File: config.mk
export PLATFORM = sky130hd
export DESIGN_NAME = aux_count_ctrl
export DESIGN_NICKNAME = d
export VERILOG_FILES = /design/src/rtl/aux_count_ctrl.sv
export SDC_FILE = /design/constraint.sdc
export NUM_CORES = 1
export LEC_CHECK = 0
export CORE_AREA = 4 4 44 46
export CTS_CLUSTER_SIZE = 28
export DETAILED_ROUTE_END_ITERATION = 8
export DIE_AREA = 0 0 48 50
export GPL_ROUTABILITY_DRIVEN = 1
export HOLD_SLACK_MARGIN = 0.06
export PLACE_DENSITY = 0.73
export SYNTH_ARGS = -nofsm -noshare
export SYNTH_HDL_FRONTEND = slang
export SYNTH_SLANG_ARGS = --single-unit
File: constraint.sdc
create_clock -name clk -period 2 [get_ports clk]
set_input_delay 0.4 -clock clk [delete_from_list [all_inputs] [get_ports clk]]
set_output_delay 0.4 -clock clk [all_outputs]
set_load 0.02 [all_outputs]
File: src/rtl/aux_count_ctrl.sv
// aux_count_ctrl
//   Sequencing controller for the auxiliary counter register. A start request
//   clears the register, then increments it once every TICK_DIV cycles until
//   it equals the limit sampled at start, then pulses done for one cycle.
//   This block is the only driver of the register's clear/enable/data inputs.
//
// Parameters
//   WIDTH    : width of counter value, limit and register interface
//   TICK_DIV : clock cycles per increment while running (>= 1)
//
// Ports
//   clk       in   system clock, rising edge
//   rst       in   asynchronous reset, active high
//   start_i   in   start request, accepted only when idle
//   stop_i    in   abort request (clear/run), blocks start when idle
//   limit_i   in   terminal count, sampled when start is accepted
//   aux_q_i   in   current register value
//   aux_d_o   out  next register value, aux_q_i + 1 (wraps)
//   aux_en_o  out  register load enable
//   aux_clr_o out  register clear
//   busy_o    out  sequence in progress
//   done_o    out  one-cycle completion pulse
//
// Optional build macro
//   AUX_COUNT_CTRL_AUTORELOAD_EN : DONE restarts the sequence with the
//   retained limit instead of returning to idle; busy stays high in DONE.

module aux_count_ctrl #(
  parameter int WIDTH    = 6,
  parameter int TICK_DIV = 1
) (
  input  logic             clk,
  input  logic             rst,
  input  logic             start_i,
  input  logic             stop_i,
  input  logic [WIDTH-1:0] limit_i,
  input  logic [WIDTH-1:0] aux_q_i,
  output logic [WIDTH-1:0] aux_d_o,
  output logic             aux_en_o,
  output logic             aux_clr_o,
  output logic             busy_o,
  output logic             done_o
);

  localparam int PW = (TICK_DIV > 1) ? $clog2(TICK_DIV) : 1;
  localparam logic [PW-1:0] TICK_LAST = PW'(TICK_DIV - 1);

  typedef enum logic [1:0] {
    IDLE,
    CLEAR,
    RUN,
    DONE
  } state_t;

  state_t           state, state_nxt;
  logic [WIDTH-1:0] limit_q, limit_nxt;
  logic [PW-1:0]    presc, presc_nxt;
  logic             match;
  logic             tick;

  assign aux_d_o = aux_q_i + WIDTH'(1);
  assign match   = (aux_q_i == limit_q);
  assign tick    = (presc == TICK_LAST);

  always_ff @(posedge clk or posedge rst) begin
    if (rst) begin
      state   <= IDLE;
      limit_q <= '0;
      presc   <= '0;
    end else begin
      state   <= state_nxt;
      limit_q <= limit_nxt;
      presc   <= presc_nxt;
    end
  end

  // Prescaler defaults to 0 so it is held at 0 in every state except RUN.
  always_comb begin
    state_nxt = state;
    limit_nxt = limit_q;
    presc_nxt = '0;
    aux_en_o  = 1'b0;
    aux_clr_o = 1'b0;
    busy_o    = 1'b0;
    done_o    = 1'b0;
    case (state)
      IDLE: begin
        if (start_i && !stop_i) begin
          state_nxt = CLEAR;
          limit_nxt = limit_i;
        end
      end
      CLEAR: begin
        aux_clr_o = 1'b1;
        busy_o    = 1'b1;
        state_nxt = stop_i ? IDLE : RUN;
      end
      RUN: begin
        busy_o = 1'b1;
        // Abort beats completion, completion beats counting; the limit
        // match is evaluated every cycle, independent of the tick.
        if (stop_i) begin
          state_nxt = IDLE;
        end else if (match) begin
          state_nxt = DONE;
        end else if (tick) begin
          aux_en_o = 1'b1;
        end else begin
          presc_nxt = presc + PW'(1);
        end
      end
      DONE: begin
        done_o = 1'b1;
`ifdef AUX_COUNT_CTRL_AUTORELOAD_EN
        busy_o    = 1'b1;
        state_nxt = stop_i ? IDLE : CLEAR;
`else
        state_nxt = IDLE;
`endif
      end
      default: state_nxt = IDLE;
    endcase
  end

endmodule
==> results of run 1 <==
-- per-layer routing --
layer,vias up,GRT usage [%]
met1,245,16.5
met4,0,5.38
met5,-,0
li1,276,-
met3,2,1.09
met2,12,18.9
-- sequential cells by signal, summed over array words and instances, names as in the netlist --
register  count
state         2
limit_q       6
-- final cells by class --
class | instances | area share [%]
Multi-Input combinational cell | 42 | 39.5
Timing Repair Buffer | 38 | 33.8
Sequential cell | 8 | 20.7
Clock buffer | 3 | 2.33
Tap cell | 16 | 2.07
Inverter | 4 | 1.55
-- cell families (layout without fill, tap and decap cells) --
logic type / after synthesis / after routing
AND/OR/NAND/NOR: 14 / 14
multiplexers: 6 / 6
XOR/XNOR: 10 / 10
flip-flops: 8 / 8
adder cells (fa/ha/maj): 6 / 6
buffers and inverters: 4 / 45
AO/OA/AOI/OAI: 6 / 6
-- timing repair --
action	4_1_cts	5_1_grt
gates resized for setup	30	2
setup endpoints to repair	7	2
buffers inserted	1	1
pin swaps	3	4
-- Yosys cell counts --
| cell | n |
|---|---|
| xor2_1 | 8 |
| and2_1 | 1 |
| nand3_1 | 3 |
| a211oi_1 | 1 |
| o211ai_1 | 1 |
| a31oi_1 | 1 |
| o221a_2 | 1 |
| inv_1 | 4 |
| and2b_1 | 1 |
| nand2b_4 | 1 |
| nand3b_1 | 1 |
| nor2_1 | 2 |
| mux2_2 | 6 |
| nor4_1 | 1 |
| nand2_1 | 2 |
| a2111o_1 | 1 |
| and3_1 | 1 |
| dfrtp_1 | 8 |
| a31o_2 | 1 |
| ha_1 | 6 |
| xnor2_1 | 2 |
| or4b_1 | 1 |
-- critical path, cell delays in order --
cell             delay (ps)
clkdlybuf4s50_1         450
xor2_1                  170
nor2_1                  140
nand2_1                 100
and2_1                  160
buf_4                   150
-- power by group --
group          internal, mW  total [mW]  switching [mW]
Combinational         0.303       0.550           0.247
Sequential            0.242       0.303          0.0619
Clock                0.0682       0.116          0.0482
Total                 0.613       0.970           0.357
-- stage by stage --
step / util (%) / hold WS [ps] / std cells / setup slack, ps
floorplan: - / 216 / 54 / 152
global placement: 62.3 / 515 / 106 / -605
detailed placement: 62.3 / 517 / 106 / -625
CTS: 63.3 / 402 / 110 / 28.3
global route: 64.1 / 416 / 111 / -10.8
finish: 64.1 / 397 / 111 / 35.0
-- path summary, 6_finish.rpt --
check                      cells after the start                endpoint                   start
max                                            6                aux_en_o              aux_q_i[4]
min                                            2    state[0]$_DFFE_PP0P_                     rst
max in group asynchronous                      2  limit_q[5]$_DFFE_PP0P_                     rst
max reg2reg                                    6    state[1]$_DFFE_PP0P_    state[0]$_DFFE_PP0P_
min reg2reg                                    1  limit_q[4]$_DFFE_PP0P_  limit_q[4]$_DFFE_PP0P_
min in group clk                               1  limit_q[4]$_DFFE_PP0P_  limit_q[4]$_DFFE_PP0P_
==> impl_metrics.py, run 1 <==
metrics = {
    "grt": {
        "grt_pass1_vias": 505,
        "antenna_found_initial": 0,
        "grt_max_degree": 9,
        "grtUsageTotal_pct": 12.2,
        "grt_pass1_wl_um": 2130,
        "overflow": 0,
    },
    "sta": {
        "fmax_mhz": 509,
        "fin_crit_sh_pct": 98.2,
        "fin_tns_setup_ps": 0,
        "worst-slew-pin-transition_ps": 337,
        "finalHoldViolCount": 0,
        "slew_headroom_pct": 77.4,
        "setup_viol": 0,
        "skew_ps": 0.438,
        "fin_crit_ps": 1960,
        "slew_viol_final": 0,
    },
    "logic_synthesis": {
        "synthTopCellsByArea": "dfrtp_1, ha_1, xor2_1",
        "synth_compound_area_share_pct": 8.97,
        "synth_top_area_cell": "dfrtp_1",
        "synth.yosys.warnings": 0,
        "synth_top_family_by_area": "simple AND/OR/NAND/NOR gates",
        "syn_area_per_cell_sq_um": 10.8,
        "ys_types": 22,
        "synth_nets": 76,
        "post-synth-top-area-fraction_pct": 34.2,
        "synth_seq_area_share_pct": 34.2,
        "synth.cell_area_sq_um": 586,
        "yosys.area_share.simple_pct": 15.0,
        "synth-seq-cells": 8,
        "netlist_instances": 54,
        "synth_xor_area_share_pct": 15.0,
        "synth_fa_ha_area_share_pct": 12.8,
        "yosys-mux-area-fraction_pct": 11.5,
    },
    "floorplanning": {
        "die_h_um": 50,
        "dieArea_sq_mm": 0.00240,
        "initial_core_util_pct": 38.9,
        "ios": 26,
        "rows": 14,
        "core-area_sq_mm": 0.00151,
        "dieWidth_um": 48,
    },
    "route": {
        "drtIter0Drc": 2,
        "first_pass_iters": 4,
        "wl_per_cell_um": 12.2,
        "route.top_layer_used": "met4",
        "wirelength_um": 1350,
        "drc": 0,
        "met2_length_um": 674,
        "final_antenna_net_count": 0,
        "vias_per_cell": 4.82,
        "num_vias": 535,
        "wl_met1_um": 586,
        "wl_met3_um": 72,
    },
    "cells_and_area": {
        "final_layout_size_suffix_gt1_share_pct": 32.6,
        "design_area_sq_um": 966,
        "syn_to_final_growth_pct": 65.0,
        "regArea_sq_um": 200,
        "num-fill-cells": 142,
        "insertedDiodeCount": 0,
        "multi_input_comb_area_sq_um": 382,
        "final_common_cell": "buf_4",
        "final_net_count": 119,
        "mostFrequentLayoutCells": "buf_4, clkdlybuf4s50_1, xor2_1, dfrtp_1, dlygate4sd2_1",
    },
    "clock_network": {
        "path_clk_slew_ps": 50,
        "cts_buffer_depth": 2,
        "cts_tree": "built",
        "clock_latency_ps": 250,
        "cts.sinks": 8,
        "cts_inserted_buffers": 3,
        "cts_max_level": 1,
        "root_buffer": "clkbuf_4",
        "cts_hold_buffers": 0,
    },
    "setup_path": {
        "crit_required_ps": 1600,
        "critPathMaxFanout": 2,
        "startpoint_type": "input port",
        "reg2reg_setup_slack_ps": 140,
        "crit_path_end_kind": "output port",
        "path_class": "in -> out",
        "arrival_ps": 1560,
    },
    "place": {
        "io_buffers": 25,
        "dpl.hpwl_um": 1130,
        "placed_area_sq_um": 938,
        "gp_congestion": 0.687,
    },
    "status": {
        "status": "finished, final reports clean",
    },
    "worst_hold_path": {
        "min_path_type": "in -> async",
    },
    "power_and_ir_drop": {
        "pwr_density_cell_mw_per_mm2": 1000,
        "leakage_nw": 0.471,
        "finalPower_mw": 0.970,
        "ir_worst_vdd_mv": 0.634,
    },
    "run": {
        "max_cap_violations": 0,
    },
}
(Power assumes the default switching activity.)
==> run 2: changes to the inputs <==
ABC_CLOCK_PERIOD_IN_PS = 2000   (was unset)
CAP_MARGIN = 15   (was unset)
CTS_CLUSTER_DIAMETER = 30   (was unset)
==> results of run 2 <==
Final layout, timing and power as in run 1 (identical DEF).
==> run 3: changes to the inputs <==
CAP_MARGIN = 20   (was 15)
==> results of run 3 <==
Final layout, timing and power as in run 1 (identical DEF).
